[config.mk]
export PLATFORM = sky130hd
export DESIGN_NAME = booth_mult_seq
export DESIGN_NICKNAME = d
export VERILOG_FILES = /design/src/rtl/booth_mult_seq.sv
export SDC_FILE = /design/constraint.sdc
export NUM_CORES = 1
export LEC_CHECK = 0
export ABC_AREA = 1
export CORE_MARGIN = 10
export CORE_UTILIZATION = 45
export DETAILED_ROUTE_END_ITERATION = 10
export GPL_ROUTABILITY_DRIVEN = 0
export GPL_TIMING_DRIVEN = 0
export HOLD_SLACK_MARGIN = 0.06
export MAX_ROUTING_LAYER = met4
export PLACE_DENSITY = 0.67
export SYNTH_ARGS = -nofsm -noshare
export SYNTH_HDL_FRONTEND = slang
export SYNTH_SLANG_ARGS = --single-unit
[constraint.sdc]
create_clock -name clk -period 3.1 [get_ports clk]
set_input_delay 0.93 -clock clk [delete_from_list [all_inputs] [get_ports clk]]
set_output_delay 0.93 -clock clk [all_outputs]
set_load 0.03 [all_outputs]
[src/rtl/booth_mult_seq.sv]
// Sequential radix-2 Booth multiplier with integrated controller.
// Operands X then Y arrive over the shared N-bit input bus. The 2N-bit
// product leaves over outBus as the high half, then the low half.
// Both operands are extended to N+1 bits, so signed and unsigned modes
// share the same Booth datapath and the same N+1 iteration count.
module booth_mult_seq #(
    parameter int N = 6
) (
    input  logic         clk,
    input  logic         rst,
    input  logic         start,
    input  logic         uns,
    input  logic [N-1:0] inBus,
    output logic         busy,
    output logic         outValid,
    output logic         outHi,
    output logic         done,
    output logic [N-1:0] outBus
);

    // Internal operand width; one extra bit lets unsigned operands look signed.
    localparam int W  = N + 1;
    // Counter must hold the value N+1.
    localparam int CW = $clog2(N + 2);

    typedef enum logic [2:0] {
        IDLE,
        LDY,
        CALC,
        OUTH,
        OUTL
    } state_t;

    state_t         state;
    state_t         nextState;

    logic [N-1:0]   xReg;
    logic           modeUns;
    logic [W:0]     acc;       // W+1 bits, so acc +/- X cannot overflow
    logic [W-1:0]   yReg;
    logic           yPrev;
    logic [CW-1:0]  count;

    logic [W-1:0]   xExt;
    logic [W:0]     xAcc;
    logic [W-1:0]   yLoad;
    logic [W:0]     sum;

    // Operand extension (zero for unsigned, sign for signed) and the Booth add/sub step.
    always_comb begin
        xExt  = {~modeUns & xReg[N-1], xReg};
        xAcc  = {xExt[W-1], xExt};
        yLoad = {~modeUns & inBus[N-1], inBus};
        case ({yReg[0], yPrev})
            2'b01:   sum = acc + xAcc;
            2'b10:   sum = acc - xAcc;
            default: sum = acc;
        endcase
    end

    // State register.
    // NOTE: sequential state uses non-blocking assignments so every flop samples pre-edge values.
    always_ff @(posedge clk or negedge rst) begin
        if (!rst) begin
            state <= IDLE;
        end else begin
            state <= nextState;
        end
    end

    // Next-state logic; start is looked at only in IDLE.
    // NOTE: the default assignment first keeps this block free of inferred latches.
    always_comb begin
        nextState = state;
        case (state)
            IDLE:    if (start) nextState = LDY;
            LDY:     nextState = CALC;
            CALC:    if (count == CW'(1)) nextState = OUTH;
            OUTH:    nextState = OUTL;
            OUTL:    nextState = IDLE;
            default: nextState = IDLE;
        endcase
    end

    // Outputs are decoded from state and registers only, never from inputs.
    always_comb begin
        busy     = (state != IDLE);
        outValid = (state == OUTH) || (state == OUTL);
        outHi    = (state == OUTH);
        done     = (state == OUTL);
        outBus   = '0;
        case (state)
            OUTH:    outBus = {acc[N-2:0], yReg[N]};   // product[2N-1:N]
            OUTL:    outBus = yReg[N-1:0];             // product[N-1:0]
            default: outBus = '0;
        endcase
    end

    // Datapath: capture X/mode, load Y, then one Booth iteration per CALC cycle.
    // acc and yReg are left untouched outside LDY/CALC, so the product holds in IDLE.
    always_ff @(posedge clk or negedge rst) begin
        if (!rst) begin
            xReg    <= '0;
            modeUns <= 1'b0;
            acc     <= '0;
            yReg    <= '0;
            yPrev   <= 1'b0;
            count   <= '0;
        end else begin
            case (state)
                IDLE: begin
                    if (start) begin
                        xReg    <= inBus;
                        modeUns <= uns;
                    end
                end
                LDY: begin
                    yReg  <= yLoad;
                    acc   <= '0;
                    yPrev <= 1'b0;
                    count <= CW'(N + 1);
                end
                CALC: begin
                    // Arithmetic right shift of {acc, yReg, yPrev} after the add.
                    acc   <= {sum[W], sum[W:1]};
                    yReg  <= {sum[0], yReg[W-1:1]};
                    yPrev <= yReg[0];
                    count <= count - 1'b1;
                end
                default: ;
            endcase
        end
    end

endmodule

# After elaboration in Yosys (flattened, before gate mapping)
# Cells that the tools add are included.
# op_classes
reduce_logical	6
bitwise_logic	3
add_sub_neg	3
n_mux	9
eq_ne	9
# ops
cell	count
8-bit one-hot mux with 2 select lines	2
7-bit one-hot mux with 2 select lines	1
3-bit one-hot mux with 4 select lines	1
6-bit one-hot mux with 2 select lines	1
8-bit adder	1
8-bit subtractor	1
3-bit by 1-bit == test with 1-bit output (second input constant)	2
3-bit by 2-bit == test with 1-bit output (second input constant)	2
3-bit 2-to-1 mux	2
3-bit one-hot mux with 2 select lines	1
2-bit inequality test (second input constant)	2
2-bit AND reduction	2
3-bit == test (second input constant)	1
3-bit zero test	1
3-bit nonzero test	1
3-bit by 1-bit subtractor with 3-bit output (second input constant)	1
1-bit bitwise AND	2
2-bit by 1-bit == test with 1-bit output (second input constant)	1
2-bit == test (second input constant)	1
1-bit one-hot mux with 2 select lines	1
2-bit nonzero test	1
1-bit logical OR	1
1-bit inverter	1
# word_totals
out_inout_bits	10
input_bits	10
word_cells	37
register_bits	29

# Logic depth before layout (Yosys ltp)
# Gate-level depths: netlist (run 1).
# logic_depth
ltp_word	5
ltp_mapped	18
ltp_nobuf	18

# Worst setup path after synthesis (run 1)
# OpenSTA, ideal clock, no wires.
# synth_timing
kind	register to output
start	register state[0]
end	output outBus[0]
path_buffers	0
slack_ns	0.513
path_stages_with_launch	5
arrival_ns	1.657
path_cell_list	dfrtp_1 -> inv_1 -> nor3_2 -> inv_2 -> o22ai_1
# synth_between
elab_chain_len	2
word_cells_on_any_way	3
# synth_rtl
item	line	source
from (decl)	34	state_t state;
from (signal assigned)	67	state <= nextState;
3-bit by 2-bit == test with 1-bit output	n/a	
named net outHi	16	output logic outHi,
6-bit one-hot mux with 2 select lines	92	case (state)
to (decl)	18	output logic [N-1:0] outBus
# The timed path passes the listed nets, and every way through them passes these cells.

# Final worst setup path (run 1)
# layout_timing
start	register state[0]
end	output outValid
# layout_between
elab_chain_len	2
word_cells_on_any_way	3
# layout_rtl
item	line	source
3-bit by 2-bit == test with 1-bit output or 3-bit == test (tied branches)	88	outValid = (state == OUTH) || (state == OUTL);
1-bit logical OR (*)	88	
to (decl)	15	output logic outValid,
# Every way passes the cells marked *; elsewhere a longest branch is shown, timed or not.

==> results of run 1 <==
## worst max-delay path, stage by stage, from the launching register on
cell             delay [ns]
dfrtp_1                0.47
nor3_2                 0.37
inv_2                  0.12
nand2_1                0.09
clkdlybuf4s50_1        0.66
## cell families (layout without fill, tap and decap cells)
family          count (synthesis)  in the layout  share of synthesized area, %
simple gates                   74             74                          17.9
fa+ha+maj                      12             12                          8.63
xor+xnor                        5              5                          2.40
flops                          28             28                          38.4
compound gates                 64             64                          19.8
mux                             1              1                         0.616
buf+inv                        55             78                          12.3
## worst paths after layout
check / endpoint / slack (ns) / start
hold reg to reg: count[2] / 0.49 / count[2]
min in group asynchronous: xReg[3] / 0.66 / rst
setup reg to reg: acc[6] / 0.68 / yPrev
max in group asynchronous: acc[6] / 2.02 / rst
setup / recovery: outValid / 0.19 / state[0]
hold / removal: count[2] / 0.49 / count[2]
## metal layers
| metal | part of all wire (%) | GRT usage [%] | vias to the layer above | routed length (um) |
|---|---|---|---|---|
| met2 | 49 | 20.7 | 20 | 2120 |
| met4 | 1.7 | 3.50 | 0 | 73 |
| met5 | 0 | - | - | 0 |
| met1 | 47 | 15.7 | 718 | 1990 |
| li1 | - | - | 839 | - |
| met3 | 2.3 | 1.76 | 8 | 97 |
## flip-flops by register name (all words and copies together) (netlist names)
name	count
modeUns	1
acc	7
state	3
yReg	7
xReg	6
yPrev	1
count	3
## timing repair
| action | CTS | global route |
|---|---|---|
| hold buffers | 0 | 0 |
| endpoints found under the setup margin | 0 | 6 |
| gates resized for setup | 0 | 6 |
| setup buffers | 0 | 0 |
## cells in the final DEF (no fill, tap or decap), types with 5 or more instances in the layout
cell type         n
nand2_1          46
inv_1            38
dfrtp_1          28
o21ai_1          25
a21oi_1          13
clkdlybuf4s50_1  12
ha_1             11
inv_2            10
nor2_1            9
o22ai_1           7
o21ai_0           6
nand3_1           6
dlymetal6s2s_1    6
xor2_1            5
## final cells by class
class	count	area, um^2	area share, %
Timing Repair Buffer	19	200	9.26
Buffer	6	40.0	1.85
Inverter	49	184	8.51
Clock buffer	3	41.3	1.91
Sequential cell	28	701	32.4
Tap cell	50	62.6	2.90
Multi-Input combinational cell	156	902	41.7
Clock inverter	1	30.0	1.39
## through the flow
step                cell area [um^2]  setup WS [ns]  std cells  hold WS [ns]
floorplan                       1830          0.513        239         0.445
detailed placement              2080          0.373        308         0.471
global route                    2160         0.0620        312         0.522
CTS                             2150         0.0457        312         0.489
global placement                2080          0.364        308         0.464
finish                          2160          0.189        312         0.488
==> results.yml, run 1 <==
synthesis:
  synth_most_common_cell: "nand2_1"
  synth_edf_count: 0
  synth.ff_latch_count: 28
  async_flop_share_pct: 100
  synth_area_leader_cell: "dfrtp_1"
  syn-instance-count: 239
  yosysUniqueCellTypes: 35
  synth_flop_cell: "dfrtp_1"
  syn-cell-area_um2: 1830
  synthesis.nets: 261
  ys_top_cells_by_area: "dfrtp_1 (38%), nand2_1 (9.5%), inv_1 (7.8%), ha_1 (7.5%), o21ai_1 (6.8%)"
  yosys.area.top_type_share_pct: 38.4
  ys_warn_count: 0
  yosysSeqAreaShare_pct: 38.4
  avgSynthCellArea_um2: 7.64
  synth_commonest_cells: "nand2_1 (46), inv_1 (38), dfrtp_1 (28)"
floorplan:
  io_pins: 20
  die_width_um: 83.7
  start_util_pct: 46.0
  dieArea_um2: 7010
  rows: 23
  core_area_um2: 3970
  die_height_um: 83.7
critical_path:
  required_ns: 2.17
  path_class: "flop to output port"
  arrival_ns: 1.98
  startpoint_type: "flop"
  worstRegToRegCells: 16
  cp_max_fo: 6
  worst_setup_path_end_kind: "output port"
clock_network:
  clk_latency_ns: 0.28
  cts.path.max_buffers: 2
  cts_sinks: 28
  cts_tree: "yes"
  htreeDepth: 1
  ctsRootBufferMaster: "clkbuf_8"
  clk_pin_slew_worst_paths_ns: 0.10
  numCtsBuffers: 3
detailed_routing:
  dr_total_vias: 1585
  remaining_drc_errors: 0
  first_pass_iters: 4
  via_per_inst: 5.08
  wirelength_um: 4280
  drt_iter0_drc: 91
  drt-wirelength-per-cell_um: 13.7
  ant_nets: 0
global_route:
  grt_pass1_vias: 1570
  grt_overflow: 0
  grt_max_degree: 29
  antenna_found_initial: 0
  grt_pass1_wl_um: 7400
  grt_use_total_pct: 12.6
timing:
  setup_viol: 0
  clock_skew_ns: 0.00585
  fin_setup_tns_ns: 0
  worst_pin_slew_ns: 0.647
  slew_headroom_pct: 56.8
  period_share_pct: 93.9
  maxSlewViolCount: 0
  rsz0062_at_grt: "false"
  final.min_clock_period_ns: 2.91
  timing.final.hold_violations: 0
  fmax_mhz: 344
worst_hold_path:
  hold_path_class: "flop to flop"
  whs_path_depth: 1
layout:
  num-nets-final: 285
  syn_to_final_growth_pct: 18.3
  drive_gt1_share_pct: 9.92
  diodes: 0
  fillers: 392
  post-route-util_pct: 54.4
placement:
  hpwl_um: 3410
  portBuffers: 19
run:
  maxCapViolations: 0
run_status:
  outcome: "finished, final reports clean"
Power of run 1 is left out: the tool's default activity adds up to more than one toggle a clock period on the data nets, which glitch-free logic cannot reach.
==> run 2, diff against run 1 <==
Clock period 3.1 ns to 2.8 ns, I/O delays scaled along.
==> run 2 against run 1 <==
  * Sequential share of layout area is 0.26 points higher
  * Routed wire length grew 0.54%
  * Flip-flop and latch count stayed put
  * Register-to-register slack got worse by 0.31 ns
  * Final cell count unchanged
  * Clock skew increased by 0.0019 ns
  * Worst hold slack worse by 0.0083 ns
  * Count of clock-buffer cells in the layout is the same
  * Via count increased by 0.63%
  * Critical path type unchanged
==> results.yml, run 2 (synthesis results as in run 1) <==
run_status:
  outcome: "finished, final reports clean"
layout:
  syn_to_final_growth_pct: 17.3
  drive_gt1_share_pct: 10.3
  num-nets-final: 285
  regArea_um2: 701
  layout_common_cells: "nand2_1 (46), inv_1 (38), dfrtp_1 (28), o21ai_1 (25), a21oi_1 (13)"
  multi_input_area_um2: 908
  top_regs: "acc x7, yReg x7, xReg x6"
  post-route-util_pct: 54.0
  fillers: 395
  diodes: 0
  final_common_cell: "nand2_1"
clock_network:
  cts.path.max_buffers: 2
  cts_hold_buffers: 0
  clk_latency_ns: 0.28
  cts-resized-gates: 8
  cts_sinks: 28
  ctsRootBufferMaster: "clkbuf_8"
  numCtsBuffers: 3
  post_cts_buffers: 0
  clk_pin_slew_worst_paths_ns: 0.10
  cts_tree: "yes"
  htreeDepth: 1
critical_path:
  arrival_ns: 1.80
  worst_setup_path_end_kind: "output port"
  path_class: "flop to output port"
  crit_start: "state[0]"
  worstRegToRegCells: 16
  startpoint_type: "flop"
  cp_max_fo: 6
  r2r_slack_ns: 0.37
  worst_r2r_endpoint: "acc[6]"
  required_ns: 1.96
  timing.rr.start: "yPrev"
global_route:
  grt_use_total_pct: 12.6
  grt_max_degree: 29
  grt_pass1_vias: 1565
  antenna_found_initial: 0
  grt_overflow: 0
  grt_pass1_wl_um: 7400
timing:
  hold_ws_ns: 0.480
  fin_setup_tns_ns: 0
  fmax_mhz: 378
  period_share_pct: 94.4
  maxSlewViolCount: 0
  final.min_clock_period_ns: 2.64
  worst_pin_slew_ns: 0.641
  setup_viol: 0
  clock_skew_ns: 0.00774
  timing.final.hold_violations: 0
  rsz0062_at_grt: "false"
  slew_headroom_pct: 57.3
detailed_routing:
  dr_total_vias: 1595
  remaining_drc_errors: 0
  highest_layer: "met4"
  wl_met3_um: 106
  drt_iter0_drc: 96
  ant_nets: 0
  via_per_inst: 5.11
  wirelength_um: 4300
  first_pass_iters: 4
  wl_met2_um: 2140
  wl_met1_um: 1980
  drt-wirelength-per-cell_um: 13.8
worst_hold_path:
  hold_path_class: "flop to flop"
  whs_path_depth: 1
  min_to: "count[2]"
  hold_start: "count[2]"
run:
  maxCapViolations: 0
placement:
  hpwl_um: 3410
  portBuffers: 19
floorplan:
  rows: 23
  die_width_um: 83.7
  die_height_um: 83.7
  start_util_pct: 46.0
  dieArea_um2: 7010
  io_pins: 20
  core_area_um2: 3970
-- run 2: worst max-delay path by stage --
stage / endpoint / slack (ns) / cells after the start
6_report: done / 0.16 / 2
5_1_grt: outBus[5] / 0.002 / 5
4_1_cts: outHi / 0.06 / 3
3_5_place_dp: outBus[3] / 0.16 / 4
3_3_place_gp: outBus[0] / 0.15 / 4
2_1_floorplan: outBus[0] / 0.30 / 4
-- run 2: area by class of cell --
class / count / area share [%]
Multi-Input combinational cell: 156 / 42.4
Clock buffer: 3 / 1.93
Clock inverter: 1 / 1.40
Timing Repair Buffer: 19 / 8.23
Buffer: 6 / 1.87
Tap cell: 50 / 2.92
Sequential cell: 28 / 32.7
Inverter: 49 / 8.58
-- run 2: critical path: stages (launching register included) --
cell and delay (ns):
dfrtp_1 0.48, nor3_4 0.32, clkdlybuf4s50_1 0.73
-- run 2: per-layer routing --
| layer | vias up | global-route usage (%) |
|---|---|---|
| met5 | - | - |
| met4 | 0 | 3.50 |
| met3 | 8 | 1.76 |
| met2 | 25 | 20.8 |
| met1 | 727 | 15.6 |
| li1 | 835 | - |
-- run 2: through the flow --
stage / worst slack (ns) / cell area (um^2) / std cells
6_report: 0.158 / 2140 / 312
5_1_grt: 0.00212 / 2140 / 312
4_1_cts: 0.0560 / 2150 / 312
3_3_place_gp: 0.154 / 2080 / 308
2_1_floorplan: 0.303 / 1830 / 239
3_5_place_dp: 0.163 / 2080 / 308
Power of run 2 is left out for the same reason.
